### config.mk
export PLATFORM = sky130hd
export DESIGN_NAME = alu_arbiter_flat
export DESIGN_NICKNAME = d
export VERILOG_FILES = /design/src/rtl/alu_arbiter_if.sv /design/src/rtl/alu_arbiter.sv /design/src/flat_wrapper.sv
export SDC_FILE = /design/constraint.sdc
export NUM_CORES = 1
export LEC_CHECK = 0
export BUFFER_PORTS_ARGS = -buffer_cell sky130_fd_sc_hd__buf_2
export CORE_ASPECT_RATIO = 0.6
export CORE_MARGIN = 2
export CORE_UTILIZATION = 34
export CTS_BUF_LIST = sky130_fd_sc_hd__clkbuf_8
export DETAILED_ROUTE_END_ITERATION = 12
export GPL_ROUTABILITY_DRIVEN = 0
export PLACE_DENSITY = 0.64
export RECOVER_POWER = 50
export SYNTH_ARGS = -nofsm -noshare
export SYNTH_HDL_FRONTEND = slang
export SYNTH_SLANG_ARGS = --single-unit
### constraint.sdc
create_clock -name clk -period 4 [get_ports clk]
set_input_delay 0.2 -clock clk [delete_from_list [all_inputs] [get_ports clk]]
set_output_delay 0.2 -clock clk [all_outputs]
set_load 0.005 [all_outputs]
### src/rtl/alu_arbiter_if.sv
// Bundle of every signal that alu_arbiter exchanges with the outside world
// other than clk and rst.
//   req0_*  : execute-stage requester (valid/ready/op/a/b)
//   req1_*  : multi-cycle helper requester (valid/ready/op/a/b)
//   alu_*   : registered operands/opcode to the shared ALU and its result/overflow
//   resp_*  : response handshake (valid/ready) with owner id, data and error
//   flags   : architectural {Z, V, N}
// Modport "slave" is the arbiter's view; "master" is the view of the
// surroundings (requesters, ALU and response consumer together).
interface alu_arbiter_if #(
  parameter int WIDTH = 16
);
  logic             req0_valid;
  logic             req0_ready;
  logic [2:0]       req0_op;
  logic [WIDTH-1:0] req0_a;
  logic [WIDTH-1:0] req0_b;

  logic             req1_valid;
  logic             req1_ready;
  logic [2:0]       req1_op;
  logic [WIDTH-1:0] req1_a;
  logic [WIDTH-1:0] req1_b;

  logic [WIDTH-1:0] alu_in1;
  logic [WIDTH-1:0] alu_in2;
  logic [2:0]       alu_op;
  logic [WIDTH-1:0] alu_out;
  logic             alu_err;

  logic             resp_valid;
  logic             resp_ready;
  logic             resp_id;
  logic [WIDTH-1:0] resp_data;
  logic             resp_err;
  logic [2:0]       flags;

  modport slave (
    input  req0_valid, req0_op, req0_a, req0_b,
    input  req1_valid, req1_op, req1_a, req1_b,
    input  alu_out, alu_err, resp_ready,
    output req0_ready, req1_ready,
    output alu_in1, alu_in2, alu_op,
    output resp_valid, resp_id, resp_data, resp_err, flags
  );

  modport master (
    output req0_valid, req0_op, req0_a, req0_b,
    output req1_valid, req1_op, req1_a, req1_b,
    output alu_out, alu_err, resp_ready,
    input  req0_ready, req1_ready,
    input  alu_in1, alu_in2, alu_op,
    input  resp_valid, resp_id, resp_data, resp_err, flags
  );
endinterface

### src/rtl/alu_arbiter.sv
// Shares one external ALU between two requesters with round-robin arbitration.
// A granted op is registered into alu_in1/alu_in2/alu_op, the ALU result is
// captured one cycle later together with the overflow bit, and the response is
// held until the consumer takes it. The block also owns the Z/V/N flag register.
// Ports:
//   clk  : clock, all state changes on posedge
//   rst  : synchronous active-high reset (aborts any in-flight op)
//   bus  : alu_arbiter_if.slave, requester/ALU/response signals
// Parameters:
//   WIDTH    : datapath width
//   RST_LAST : last-grant pointer after reset (1 -> req0 wins the first tie)
module alu_arbiter #(
  parameter int WIDTH    = 16,
  parameter bit RST_LAST = 1'b1
) (
  input  logic          clk,
  input  logic          rst,
  alu_arbiter_if.slave  bus
);

  typedef enum logic [1:0] {
    IDLE = 2'd0,
    EXEC = 2'd1,
    RESP = 2'd2
  } state_t;

  localparam logic [2:0] OP_ADD    = 3'b000;
  localparam logic [2:0] OP_SUB    = 3'b001;
  localparam logic [2:0] OP_XOR    = 3'b010;
  localparam logic [2:0] OP_RED    = 3'b011;
  localparam logic [2:0] OP_SLL    = 3'b100;
  localparam logic [2:0] OP_SRA    = 3'b101;
  localparam logic [2:0] OP_ROR    = 3'b110;
  localparam logic [2:0] OP_PADSUB = 3'b111;

  state_t           state_q, state_d;
  logic             last_q, last_d;
  logic [WIDTH-1:0] alu_in1_q, alu_in1_d;
  logic [WIDTH-1:0] alu_in2_q, alu_in2_d;
  logic [2:0]       alu_op_q, alu_op_d;
  logic             resp_valid_q, resp_valid_d;
  logic             resp_id_q, resp_id_d;
  logic [WIDTH-1:0] resp_data_q, resp_data_d;
  logic             resp_err_q, resp_err_d;
  logic [2:0]       flags_q, flags_d;   // {Z, V, N}

  logic grant0;
  logic grant1;
  logic res_zero;

  assign res_zero = (bus.alu_out == '0);

  always_comb begin
    state_d      = state_q;
    last_d       = last_q;
    alu_in1_d    = alu_in1_q;
    alu_in2_d    = alu_in2_q;
    alu_op_d     = alu_op_q;
    resp_valid_d = resp_valid_q;
    resp_id_d    = resp_id_q;
    resp_data_d  = resp_data_q;
    resp_err_d   = resp_err_q;
    flags_d      = flags_q;
    grant0       = 1'b0;
    grant1       = 1'b0;

    case (state_q)
      IDLE: begin
        // last_q names the previous winner; on a tie the other side goes.
        // The two terms are mutually exclusive, so at most one grant fires.
        grant0 = bus.req0_valid & (~bus.req1_valid | last_q);
        grant1 = bus.req1_valid & (~bus.req0_valid | ~last_q);
        if (grant0) begin
          alu_in1_d = bus.req0_a;
          alu_in2_d = bus.req0_b;
          alu_op_d  = bus.req0_op;
          resp_id_d = 1'b0;
          last_d    = 1'b0;
          state_d   = EXEC;
        end else if (grant1) begin
          alu_in1_d = bus.req1_a;
          alu_in2_d = bus.req1_b;
          alu_op_d  = bus.req1_op;
          resp_id_d = 1'b1;
          last_d    = 1'b1;
          state_d   = EXEC;
        end
      end

      EXEC: begin
        resp_data_d  = bus.alu_out;
        resp_valid_d = 1'b1;
        state_d      = RESP;
        // Overflow is only meaningful for ADD/SUB; other ops report no error.
        resp_err_d   = ((alu_op_q == OP_ADD) || (alu_op_q == OP_SUB)) ? bus.alu_err : 1'b0;
        case (alu_op_q)
          OP_ADD, OP_SUB: flags_d = {res_zero, bus.alu_err, bus.alu_out[WIDTH-1]};
          OP_XOR, OP_SLL, OP_SRA, OP_ROR: flags_d = {res_zero, flags_q[1:0]};
          OP_RED, OP_PADSUB: flags_d = flags_q;
          default: flags_d = flags_q;
        endcase
      end

      RESP: begin
        if (bus.resp_ready) begin
          resp_valid_d = 1'b0;
          state_d      = IDLE;
        end
      end

      default: begin
        state_d = IDLE;
      end
    endcase
  end

  always_ff @(posedge clk) begin
    if (rst) begin
      state_q      <= IDLE;
      last_q       <= RST_LAST;
      alu_in1_q    <= '0;
      alu_in2_q    <= '0;
      alu_op_q     <= '0;
      resp_valid_q <= 1'b0;
      resp_id_q    <= 1'b0;
      resp_data_q  <= '0;
      resp_err_q   <= 1'b0;
      flags_q      <= 3'b000;
    end else begin
      state_q      <= state_d;
      last_q       <= last_d;
      alu_in1_q    <= alu_in1_d;
      alu_in2_q    <= alu_in2_d;
      alu_op_q     <= alu_op_d;
      resp_valid_q <= resp_valid_d;
      resp_id_q    <= resp_id_d;
      resp_data_q  <= resp_data_d;
      resp_err_q   <= resp_err_d;
      flags_q      <= flags_d;
    end
  end

  assign bus.req0_ready = grant0;
  assign bus.req1_ready = grant1;
  assign bus.alu_in1    = alu_in1_q;
  assign bus.alu_in2    = alu_in2_q;
  assign bus.alu_op     = alu_op_q;
  assign bus.resp_valid = resp_valid_q;
  assign bus.resp_id    = resp_id_q;
  assign bus.resp_data  = resp_data_q;
  assign bus.resp_err   = resp_err_q;
  assign bus.flags      = flags_q;

endmodule

### src/flat_wrapper.sv
// flat-port wrapper written by rule: the top's interface ports become plain ports
module alu_arbiter_flat 
#(
  parameter int WIDTH    = 16,
  parameter bit RST_LAST = 1'b1
)
  (clk, rst, bus_req0_valid, bus_req0_op, bus_req0_a, bus_req0_b, bus_req1_valid, bus_req1_op, bus_req1_a, bus_req1_b, bus_alu_out, bus_alu_err, bus_resp_ready, bus_req0_ready, bus_req1_ready, bus_alu_in1, bus_alu_in2, bus_alu_op, bus_resp_valid, bus_resp_id, bus_resp_data, bus_resp_err, bus_flags);
  alu_arbiter_if #(.WIDTH(WIDTH)) bus_i ();
  input  logic clk;
  input  logic rst;
  input wire logic [$bits(bus_i.req0_valid)-1:0] bus_req0_valid;
  input wire logic [$bits(bus_i.req0_op)-1:0] bus_req0_op;
  input wire logic [$bits(bus_i.req0_a)-1:0] bus_req0_a;
  input wire logic [$bits(bus_i.req0_b)-1:0] bus_req0_b;
  input wire logic [$bits(bus_i.req1_valid)-1:0] bus_req1_valid;
  input wire logic [$bits(bus_i.req1_op)-1:0] bus_req1_op;
  input wire logic [$bits(bus_i.req1_a)-1:0] bus_req1_a;
  input wire logic [$bits(bus_i.req1_b)-1:0] bus_req1_b;
  input wire logic [$bits(bus_i.alu_out)-1:0] bus_alu_out;
  input wire logic [$bits(bus_i.alu_err)-1:0] bus_alu_err;
  input wire logic [$bits(bus_i.resp_ready)-1:0] bus_resp_ready;
  output wire logic [$bits(bus_i.req0_ready)-1:0] bus_req0_ready;
  output wire logic [$bits(bus_i.req1_ready)-1:0] bus_req1_ready;
  output wire logic [$bits(bus_i.alu_in1)-1:0] bus_alu_in1;
  output wire logic [$bits(bus_i.alu_in2)-1:0] bus_alu_in2;
  output wire logic [$bits(bus_i.alu_op)-1:0] bus_alu_op;
  output wire logic [$bits(bus_i.resp_valid)-1:0] bus_resp_valid;
  output wire logic [$bits(bus_i.resp_id)-1:0] bus_resp_id;
  output wire logic [$bits(bus_i.resp_data)-1:0] bus_resp_data;
  output wire logic [$bits(bus_i.resp_err)-1:0] bus_resp_err;
  output wire logic [$bits(bus_i.flags)-1:0] bus_flags;
  assign bus_i.req0_valid = bus_req0_valid;
  assign bus_i.req0_op = bus_req0_op;
  assign bus_i.req0_a = bus_req0_a;
  assign bus_i.req0_b = bus_req0_b;
  assign bus_i.req1_valid = bus_req1_valid;
  assign bus_i.req1_op = bus_req1_op;
  assign bus_i.req1_a = bus_req1_a;
  assign bus_i.req1_b = bus_req1_b;
  assign bus_i.alu_out = bus_alu_out;
  assign bus_i.alu_err = bus_alu_err;
  assign bus_i.resp_ready = bus_resp_ready;
  assign bus_req0_ready = bus_i.req0_ready;
  assign bus_req1_ready = bus_i.req1_ready;
  assign bus_alu_in1 = bus_i.alu_in1;
  assign bus_alu_in2 = bus_i.alu_in2;
  assign bus_alu_op = bus_i.alu_op;
  assign bus_resp_valid = bus_i.resp_valid;
  assign bus_resp_id = bus_i.resp_id;
  assign bus_resp_data = bus_i.resp_data;
  assign bus_resp_err = bus_i.resp_err;
  assign bus_flags = bus_i.flags;
  alu_arbiter #(.WIDTH(WIDTH), .RST_LAST(RST_LAST)) u_core (.clk(clk), .rst(rst), .bus(bus_i));
endmodule
Yosys cells after proc, flatten, opt, wreduce, memory -nomap -nowiden
Cells that the tools add are included.
{ "op_classes": {"muxes": 18, "n_eq_ne": 11, "bitwise_logic": 9, "reduce_logical": 14} }
{ "ops": {"columns": ["op", "count"], "rows": [
  ["2-to-1 mux 16 bit", 4],
  ["logical NOT 16 bit", 1],
  ["equality test 3 bit (second input constant)", 4],
  ["AND reduction 2 bit", 4],
  ["equality test 3 x 2 -> 1 bit (second input constant)", 2],
  ["2-to-1 mux 1 bit", 6],
  ["2-to-1 mux 2 bit", 3],
  ["2-to-1 mux 3 bit", 2],
  ["one-hot mux 2 bit (3 select lines)", 1],
  ["one-hot mux 3 bit (2 select lines)", 1],
  ["NOT 1 bit", 5],
  ["nonzero test 2 bit", 2],
  ["OR reduction 2 bit", 2],
  ["OR reduction 4 bit", 1],
  ["equality test 3 x 1 -> 1 bit (second input constant)", 1],
  ["logical NOT 3 bit", 1],
  ["inequality test 3 x 1 -> 1 bit (second input constant)", 1],
  ["AND reduction 3 bit", 1],
  ["bitwise AND 1 bit", 2],
  ["equality test 2 x 1 -> 1 bit (second input constant)", 1],
  ["equality test 2 bit (second input constant)", 1],
  ["logical NOT 2 bit", 1],
  ["inequality test 2 bit (second input constant)", 1],
  ["bitwise OR 1 bit", 2],
  ["other kinds (2)", 2]
]} }
{ "totals": {"in_bits": 92, "register_bits": 60, "word_cells": 63} }

Longest topological paths before layout
Gate-level depths: netlist of run 1.
{ "depth": {"ltp_word": 6, "mapped_depth": 6, "mapped_depth_nobuf": 3} }

Worst setup path after synthesis of run 1
Ideal clock, no wire load.
{ "synth_timing": {"path_kind": "reg2reg", "start": "register u_core.state_q[1]", "end": "register u_core.alu_in2_q[10] (netlist: u_core.bus.alu_in2[10])", "setup_slack_ns": 2.749, "required_ns": 3.911, "path_stages_with_launch": 5, "setup_ns": 0.089, "arrival_ns": 1.162, "path_cell_list": "dfxtp_1 > nor2_4 > clkbuf_1 > a21oi_1 > a311oi_2"} }
{ "synth_between": {"elab_chain_cells": 2} }
{ "synth_lines": {"columns": ["item", "line_no", "rtl"], "rows": [
  ["start, declared", "alu_arbiter.sv:36", "state_t state_q, state_d;"],
  ["start signal, assigned", "alu_arbiter.sv:130", "state_q <= state_d;"],
  ["logical NOT 2 bit", "alu_arbiter.sv:67", "case (state_q)"],
  ["AND reduction 2 bit (no source line)", null, null],
  ["end signal, assigned", "alu_arbiter.sv:133", "alu_in2_q <= alu_in2_d;"],
  ["end, declared", "alu_arbiter.sv:39", "logic [WIDTH-1:0] alu_in2_q, alu_in2_d;"]
]} }
No other way between the ends.
A chain may end at the register's enable or synchronous reset.

Worst setup path after layout of run 1
{ "layout_timing": {"start": "register u_core.state_q[1]", "end": "register u_core.alu_in1_q[10] (netlist: u_core.bus.alu_in1[10])"} }
{ "layout_between": {"elab_chain_cells": 2} }
{ "layout_lines": {"columns": ["item", "line_no", "rtl"], "rows": [
  ["logical NOT 2 bit", "alu_arbiter.sv:67", null],
  ["AND reduction 2 bit (no source line)", null, null],
  ["end signal, assigned", "alu_arbiter.sv:132", "alu_in1_q <= alu_in1_d;"],
  ["end, declared", "alu_arbiter.sv:38", "logic [WIDTH-1:0] alu_in1_q, alu_in1_d;"]
]} }
No other way between the ends.

==> run summary, run 1 <==
Clk sink count: 60
Post-route DRC: 0
RSZ-0062 raised after global routing: false
Busiest grt layer: met1
Async SR Flop Fraction: 0%
EDFF count, synth: 0
Antenna-violating nets left: 0
First-pass GRT wire length: 13200 µm
Met3 usage: 5.84%
CP max stage delay: 0.73 ns
Outcome: complete, no violations
Via density: 5.28
NetSw: 0.496 mW
Arrival @ worst endpoint: 2.36 ns
GRT met2 Usage: 25.7%
GRT Residual Overflow: 0
Seq/Total Area, Yosys: 41.1%
Worst-path cell chain: nor2_4, and2_4, a311oi_2
Post-Syn Nets: 415
DP Area: 3660 µm²
Min-delay worst type: input port to flop
Worst-margin pin slew: 1.09 ns
Commonest non-fill, non-tap cells in the layout: buf_2, dfxtp_1, a21oi_1, clkbuf_1, nand3b_1
Clock power share: 37.7%
Sw frac: 29.2%
Final Instance Area: 3840 µm²
Max Fanout on Critical Path: 37
Critical path type: flop to flop
FP Rows: 26
CTS-repair resized insts: 0
Post-layout nets: 543
Core ar.: 8430 µm²
H-tree level count: 3
Share of cells above drive strength 1: 35.1%
Max Clock Skew: 0.00834 ns
Hold_buf cts: 0
Placed insts: 552
CP startpoint kind: flop
Avg WL per Cell: 15.5 µm
Tot GR Track Use: 18.2%
Yosys cell types: 28
Power share of the sequential group: 41.4%
Avg Inst Size Synth: 9.04 µm²
Largest net degree at the start of global routing: 72
Synth top area cells: dfxtp_1, a311oi_2, a21oi_1, nand3b_1, o21ai_0
Max_slew headroom: 27.1%
Final Cycle Share: 54.7%
Post-synthesis cell area: 2920 µm²
CTS root buf: clkbuf_8
Hpwl dp: 6010 µm
I/O pin count: 151
Pint: 1.20 mW
Critical path capture point type: flop
Vias: 2997
Die height: 75.8 µm
DIE AREA: 9370 µm²
Area grow syn2layout: 31.5%
DRC marker count from the first detailed-route iteration: 175
Final Util: 45.6%
Drt first pass iters: 5
Minimum clock period: 2.19 ns
Top FF cell, synth: dfxtp_1
Ys Warns: 0
Max capacitance violation total: 0
Post-synth top area share: 41.1%
Cell taking the most area after synthesis: dfxtp_1
CTS tree: built
Fin Hold WS: 0.113 ns
Mapped Cells: 323
CP max stage cell: nor2_4
Power Dens Cells: 442 nW/µm²
Antenna Cells: 0
Met1 usage: 26.4%
Highest Clock Rate: 0.457 GHz
Pleak: 1.45 nW
Initial antenna violation count: 0
Reg2reg setup slack: 1.81 ns
Logic pwr share: 20.9%
Starting Density: 34.6%
Maximum VDD drop: 0.000129 V
Setup bufs post-CTS: 0
Setup TNS: 0 ns
Routed WL: 8780 µm
Die Wd: 124 µm
TritonCTS buffer count: 9
Worst-path clk slew: 0.08 ns
Max-slew violations: 0
Port bufs: 150
Final Non-Filler Cells: 568
Final hold vios: 0
Final setup viols: 0
Commonest non-fill, non-tap cell in the layout: buf_2
CTS Buffer Depth: 2
Worst path required time: 4.17 ns
Worst-skew pair later-pin latency: 0.34 ns
Vias in the first global route: 2612
Register bit total from synthesis: 60
==> synthesized netlist by cell type (2+ instances only) <==
library cell,number
or3b_2,2
o21ai_0,35
buf_6,5
a311oi_2,29
dfxtp_1,60
clkbuf_1,28
buf_2,2
nor4_1,5
a311oi_1,7
nor2_1,4
nand3b_1,36
nor2b_1,2
nand2_1,35
o31ai_1,2
a21oi_1,57
nand3_1,2
==> critical path, delay by kind of cell (launching register included) <==
kind               cells  cell delay [ns]
and+or+nand+nor        2             1.39
DFF                    1             0.39
AOI/OAI and AO/OA      1             0.21
==> stage by stage <==
stage	total power [mW]	setup WS [ns]
2_1_floorplan	0.941	2.75
3_3_place_gp	1.07	1.96
3_5_place_dp	1.08	1.87
4_1_cts	1.72	1.85
5_1_grt	1.79	1.70
6_report	1.70	1.81
==> sequential cells by signal (all words and copies together) (netlist names) <==
name / cells
u_core.bus.alu_in1: 16
u_core.bus.alu_in2: 16
u_core.bus.alu_op: 3
u_core.bus.flags: 3
u_core.bus.resp_data: 16
u_core.bus.resp_err: 1
u_core.bus.resp_id: 1
u_core.bus.resp_valid: 1
u_core.last_q: 1
u_core.state_q: 2
==> power groups by stage <==
stage | Clock (mW) | Sequential, mW | Combinational, mW
after detailed placement | 0 | 0.712 | 0.369
after global placement | 0 | 0.713 | 0.359
after CTS | 0.652 | 0.701 | 0.369
final | 0.638 | 0.702 | 0.355
after floorplan | 0 | 0.714 | 0.228
after global routing | 0.685 | 0.710 | 0.393
==> logic make-up after synthesis <==
kind of cell,after synthesis,share of synthesized area (%)
AND/OR/NAND/NOR,93,18.6
buffers and inverters,37,6.13
AO/OA/AOI/OAI,133,34.1
flip-flops,60,41.1
==> per-layer routing <==
metal | part of all wire [%] | vias to the layer above
li1 | - | 1461
met1 | 48 | 1372
met2 | 41 | 159
met3 | 10 | 5
met4 | 0.52 | 0
met5 | 0 | -
==> path summary, 6_finish.rpt <==
path                                            endpoint               startpoint  cells past startpoint
worst max-delay path              u_core.bus.alu_in1[10]        u_core.state_q[1]                      3
worst min-delay path            u_core.bus.resp_data[11]          bus_alu_out[11]                      3
worst max register to register    u_core.bus.alu_in1[10]        u_core.state_q[1]                      3
worst min register to register   u_core.bus.resp_data[3]  u_core.bus.resp_data[3]                      2
==> final cells by class <==
| cell class | instances | area, µm² |
|---|---|---|
| fillers | 884 | 4590 |
| multi-input cells | 226 | 1540 |
| flip-flops and latches | 60 | 1200 |
| repair buffers | 153 | 716 |
| clock buffers | 11 | 151 |
| well taps | 112 | 140 |
| clock inverters | 5 | 83.8 |
| inverters | 1 | 3.75 |
(Power assumes the default switching activity.)
==> inputs of run 2 (changes only) <==
ABC_AREA = 1   (was unset)
PLACE_DENSITY = 0.66   (was 0.64)
clock period = 1.9 ns   (was 4 ns; I/O delays follow)
==> run 2 against run 1 <==
Against the previous run:
- wire length decreased by 10%
- die area increased by 1.0%
- sequential power increased by 110%
- via count increased by 6.8%
==> run summary, run 2 <==
Max capacitance violation total: 0 (unchanged)
RSZ-0062 raised after global routing: false (unchanged)
EDFF count, synth: 0 (unchanged)
Final Non-Filler Cells: 772 (was 568)
Post-layout nets: 747 (was 543)
Worst-skew pair later-pin latency: 0.34 ns (about the same)
Pint: 2.38 mW (was 1.20 mW)
Synth top area cells: dfxtp_1, nand2_1, nor2_1, inv_1, o21ai_0 (was dfxtp_1, a311oi_2, a21oi_1, nand3b_1, o21ai_0)
Setup bufs post-CTS: 0 (unchanged)
Hpwl dp: 5880 µm (was 6010 µm)
CTS tree: built (unchanged)
DRC marker count from the first detailed-route iteration: 171 (was 175)
DIE AREA: 9460 µm² (was 9370 µm²)
Power share of the sequential group: 42.4% (was 41.4%)
Antenna-violating nets left: 0 (unchanged)
Worst-margin pin slew: 0.956 ns (was 1.09 ns)
Clk sink count: 60 (unchanged)
TritonCTS buffer count: 9 (unchanged)
Max-slew violations: 0 (unchanged)
Register bit total from synthesis: 60 (unchanged)
Highest Clock Rate: 0.595 GHz
NetSw: 1.14 mW (was 0.496 mW)
Seq/Total Area, Yosys: 40.7% (was 41.1%)
Post-synth top area share: 40.7% (was 41.1%)
Via density: 4.15 (was 5.28)
Commonest non-fill, non-tap cell in the layout: nand2_1 (was buf_2)
Core ar.: 8460 µm² (was 8430 µm²)
Post-route DRC: 0 (unchanged)
Pleak: 2.24 nW (was 1.45 nW)
Routed WL: 7870 µm (was 8780 µm)
Final Cycle Share: 88.4%
Mapped Cells: 503 (was 323)
FP Rows: 26 (unchanged)
Max Clock Skew: 0.00756 ns (was 0.00834 ns)
Post-synthesis cell area: 2950 µm² (was 2920 µm²)
GRT Residual Overflow: 0 (unchanged)
Min-delay worst type: input port to flop (unchanged)
Post-Syn Nets: 595 (was 415)
Area grow syn2layout: 36.4% (was 31.5%)
H-tree level count: 3 (unchanged)
Vias: 3202 (was 2997)
CP startpoint kind: flop (unchanged)
Antenna Cells: 0 (unchanged)
Critical path type: flop to output pin (was flop to flop)
Commonest non-fill, non-tap cells in the layout: nand2_1, nor2_1, buf_2, inv_1, dfxtp_1 (was buf_2, dfxtp_1, a21oi_1, clkbuf_1, nand3b_1)
Yosys cell types: 18 (was 28)
Maximum VDD drop: 0.000410 V (was 0.000129 V)
Die height: 76.2 µm (was 75.8 µm)
CTS Buffer Depth: 2 (unchanged)
CTS root buf: clkbuf_8 (unchanged)
Cell taking the most area after synthesis: dfxtp_1 (unchanged)
Critical path capture point type: output pin (was flop)
Placed insts: 749 (was 552)
Initial antenna violation count: 0 (unchanged)
Clock power share: 32.7% (was 37.7%)
Async SR Flop Fraction: 0% (unchanged)
Minimum clock period: 1.68 ns
Avg WL per Cell: 10.2 µm (was 15.5 µm)
Max_slew headroom: 36.1% (was 27.1%)
Share of cells above drive strength 1: 20.2% (was 35.1%)
Arrival @ worst endpoint: 1.58 ns (was 2.36 ns)
Outcome: complete, no violations (unchanged)
First-pass GRT wire length: 13300 µm (was 13200 µm)
Largest net degree at the start of global routing: 46 (was 72)
Ys Warns: 0 (unchanged)
Drt first pass iters: 5 (unchanged)
Die Wd: 124 µm (about the same)
Count leader, synth: nand2_1 (was dfxtp_1)
Logic pwr share: 24.9% (was 20.9%)
Top FF cell, synth: dfxtp_1 (unchanged)
DP Area: 3810 µm² (was 3660 µm²)
Setup TNS: 0 ns (unchanged)
Sw frac: 32.3% (was 29.2%)
Vias in the first global route: 2925 (was 2612)
Port bufs: 150 (unchanged)
Power Dens Cells: 874 nW/µm² (was 442 nW/µm²)
Max Fanout on Critical Path: 45 (was 37)
Tot GR Track Use: 17.2% (was 18.2%)
Final hold vios: 0 (unchanged)
Starting Density: 34.9% (was 34.6%)
Worst path required time: 1.80 ns (was 4.17 ns)
I/O pin count: 151 (unchanged)
Commonest cells in the netlist: nand2_1, nor2_1, inv_1, dfxtp_1, o21ai_0 (was dfxtp_1, a21oi_1, nand3b_1, nand2_1, o21ai_0)
Worst-path clk slew: 0.07 ns (was 0.08 ns)
Final Instance Area: 4020 µm² (was 3840 µm²)
Final setup viols: 0 (unchanged)
Avg Inst Size Synth: 5.87 µm² (was 9.04 µm²)
[run 2: cell count changes after synthesis, sizes merged, moves of 7 or more]
cell and delta:
buf +7, o21ai -17, clkbuf -21, nand3b -36, inv +79, nor2 +147
a21oi -49, nand2 +119, a311oi -36
[run 2: per-stage QoR]
stage	worst slack (ns)	power, mW	utilization [%]	hold slack, ns
finish	0.220	3.52	47.6	0.00621
global placement	0.526	2.40	45.0	0.314
detailed placement	0.485	2.42	45.0	0.312
floorplan	0.724	2.04	-	0.164
CTS	0.184	3.58	48.2	0.000851
global route	0.0965	3.78	47.6	0.00285
[run 2: repair_timing]
item                                   CTS  global route
endpoints found under the hold margin    7             0
gates resized for setup                  0             0
hold buffers                             7             0
[run 2: logic make-up after synthesis]
family	Yosys count	share of synthesized area [%]
and+or+nand+nor	311	39.9
buffers and inverters	104	14.4
DFF	60	40.7
AOI/OAI and AO/OA	28	5.05
[run 2: power by group through the flow]
| stage | Sequential, mW | Clock [mW] | Combinational [mW] |
|---|---|---|---|
| after global routing | 1.51 | 1.25 | 1.02 |
| final | 1.49 | 1.15 | 0.877 |
| after detailed placement | 1.52 | 0 | 0.898 |
| after CTS | 1.49 | 1.18 | 0.914 |
| after floorplan | 1.53 | 0 | 0.516 |
| after global placement | 1.52 | 0 | 0.878 |
[run 2: per-layer routing]
metal	wire length, µm	up-vias	track usage, %
met5	0	-	0
met4	116	0	5.17
met3	658	11	6.46
met2	3280	113	26.9
met1	3810	1325	22.2
li1	-	1753	-
[run 2: area by class of cell]
type	count	area, µm²
clock buffers	9	124
clock inverters	7	75.1
fillers	914	4430
inverters	82	308
multi-input cells	339	1350
flip-flops and latches	60	1200
well taps	112	140
repair buffers	163	825
[run 2: worst max-delay path, stage by stage, from the launching register on]
cell and delay (ns):
dfxtp_1 0.36, inv_1 0.07, a21oi_4 0.15, buf_4 0.39, inv_1 0.07, nor2_1 0.09, buf_2 0.12
[run 2: worst paths after layout]
path                                                  to          startpoint  slack (ns)  depth (start not counted)
worst max-delay path                      bus_req0_ready       u_core.last_q        0.22                          6
worst max register to register    u_core.bus.alu_in1[13]   u_core.state_q[1]        0.48                          7
worst min register to register        u_core.bus.resp_id  u_core.bus.resp_id        0.46                          2
worst min-delay path            u_core.bus.resp_data[10]     bus_alu_out[10]       0.006                          3
==> inputs of run 3 (changes only) <==
CORE_ASPECT_RATIO = 0.75   (was 0.6)
PLACE_DENSITY = 0.64   (was 0.66)
clock period = 1.85 ns   (was 1.9 ns; I/O delays follow)
==> run 3 against run 2 <==
Against the previous run:
- critical path depth did not move
- sequential power up 3%
- power is 5.9% higher
- register-to-register slack lost 0.05 ns
- clock-buffer cell count grew 1
- clock skew grew 0.0013 ns
- via count about the same
- core utilization increased by 1.1 points
- highest routed layer unchanged
- die area down 0.18%
- flip-flop and latch count unchanged
- combinational power is 3.9% higher
- non-clock buffer count up 4
- largest cell class unchanged
==> run summary, run 3 (synthesis results as in run 2) <==
Max_slew headroom: 38.2% (was 36.1%)
Drt first pass iters: 4 (was 5)
Routed WL: 7920 µm (was 7870 µm)
Commonest non-fill, non-tap cell in the layout: nand2_1 (unchanged)
Filler cell count: 884 (was 914)
Outcome: complete, no violations (unchanged)
GRT Residual Overflow: 0 (unchanged)
Final Cycle Share: 82.8%
Final setup viols: 0 (unchanged)
Power Dens Cells: 906 nW/µm² (was 874 nW/µm²)
CP max stage cell: dlygate4sd3_1 (was buf_4)
CTS tree: built (unchanged)
Worst-path cell chain: dlygate4sd3_1, buf_2, clkinv_1, buf_12, nand2_1, nor2_1 (was inv_1, a21oi_4, buf_4, inv_1, nor2_1, buf_2)
Critical path capture point type: flop (was output pin)
H-tree level count: 3 (unchanged)
Power share of the sequential group: 41.2% (was 42.4%)
Clk sink count: 60 (unchanged)
Initial antenna violation count: 0 (unchanged)
Commonest non-fill, non-tap cells in the layout: nand2_1, nor2_1, buf_2, inv_1, dfxtp_1 (unchanged)
Logic pwr share: 24.5% (was 24.9%)
Max Fanout on Critical Path: 36 (was 45)
Max Clock Skew: 0.00882 ns (was 0.00756 ns)
Antenna Cells: 0 (unchanged)
Final hold vios: 0 (unchanged)
NetSw: 1.10 mW (was 1.14 mW)
Hpwl dp: 5720 µm (was 5880 µm)
Clock power share: 34.3% (was 32.7%)
CTS-repair resized insts: 0 (unchanged)
Post-layout nets: 751 (was 747)
CP max stage delay: 0.52 ns (was 0.39 ns)
TritonCTS buffer count: 9 (unchanged)
Antenna-violating nets left: 0 (unchanged)
Starting Density: 34.9% (about the same)
Vias: 3205 (was 3202)
Core ar.: 8450 µm² (was 8460 µm²)
Critical path type: input port to flop (was flop to output pin)
Hold_buf cts: 12 (was 7)
Worst-path clk slew: 0.06 ns (was 0.07 ns)
Sw frac: 29.6% (was 32.3%)
Pleak: 2.35 nW (was 2.24 nW)
CTS root buf: clkbuf_8 (unchanged)
RSZ-0062 raised after global routing: false (unchanged)
Min-delay worst type: input port to flop (unchanged)
Highest Clock Rate: 0.653 GHz
Vias in the first global route: 2908 (was 2925)
Worst-skew pair later-pin latency: 0.33 ns (was 0.34 ns)
Largest net degree at the start of global routing: 71 (was 46)
DIE AREA: 9450 µm² (was 9460 µm²)
Max-slew violations: 0 (unchanged)
First-pass GRT wire length: 13000 µm (was 13300 µm)
Post-route DRC: 0 (unchanged)
Setup bufs post-CTS: 0 (unchanged)
Tot GR Track Use: 16.9% (was 17.2%)
Die height: 84.7 µm (was 76.2 µm)
Minimum clock period: 1.53 ns
DRC marker count from the first detailed-route iteration: 194 (was 171)
Worst-margin pin slew: 0.923 ns (was 0.956 ns)
Arrival @ worst endpoint: 1.75 ns (was 1.58 ns)
Worst path required time: 2.07 ns (was 1.80 ns)
Max capacitance violation total: 0 (unchanged)
CP startpoint kind: input port (was flop)
Die Wd: 112 µm (was 124 µm)
Maximum VDD drop: 0.000388 V (was 0.000410 V)
Share of cells above drive strength 1: 22.4% (was 20.2%)
Fin Hold WS: 0.0181 ns (was 0.00621 ns)
Setup TNS: 0 ns (unchanged)
CTS Buffer Depth: 2 (unchanged)
Area grow syn2layout: 39.4% (was 36.4%)
Avg WL per Cell: 10.3 µm (was 10.2 µm)
Pint: 2.62 mW (was 2.38 mW)
Port bufs: 150 (unchanged)
I/O pin count: 151 (unchanged)
FP Rows: 29 (was 26)
Via density: 4.15 (about the same)
## run 3: area by class of cell
type                       count  area (µm²)  area share, %
sequential                    60        1200           29.2
multi-input combinational    339        1350           32.8
tap                          108         135           3.28
inverter                      82         308           7.48
clock inverter                 6        78.8           1.92
timing repair buffer         167         902           21.9
clock buffer                  10         138           3.35
## run 3: metrics by stage
stage          power, mW  cells  util (%)  setup WS, ns  instance area (µm²)
6_report            3.73    772      48.7         0.319                 4110
5_1_grt             3.99    772      48.7         0.232                 4110
4_1_cts             3.81    772      49.0         0.347                 4150
3_5_place_dp        2.48    744      45.0         0.401                 3810
3_3_place_gp        2.46    744      45.0         0.458                 3810
2_1_floorplan       2.10    503         -         0.674                 2950
## run 3: power by group through the flow
stage	Sequential, mW	Clock [mW]	Combinational [mW]
finish	1.54	1.28	0.911
global route	1.55	1.38	1.05
CTS	1.53	1.33	0.943
detailed placement	1.56	0	0.921
global placement	1.56	0	0.897
floorplan	1.57	0	0.530
## run 3: critical path, delay by kind of cell
kind	cells	cell delay [ns]
simple gates	2	0.13
buf+inv	4	1.50
## run 3: routing by layer
metal | track usage (%) | wire length, µm
met5 | 0 | 0
met4 | 3.70 | 59
met3 | 7.44 | 744
met2 | 28.0 | 3470
met1 | 20.4 | 3650
## run 3: path summary, 6_finish.rpt
check	endpoint	from	cells past startpoint	slack, ns
max	u_core.bus.alu_in2[7]	rst	6	0.32
min	u_core.bus.resp_data[5]	bus_alu_out[5]	3	0.02
max reg2reg	u_core.bus.alu_in1[11]	u_core.state_q[1]	7	0.43
min reg2reg	u_core.bus.resp_valid	u_core.state_q[1]	1	0.46
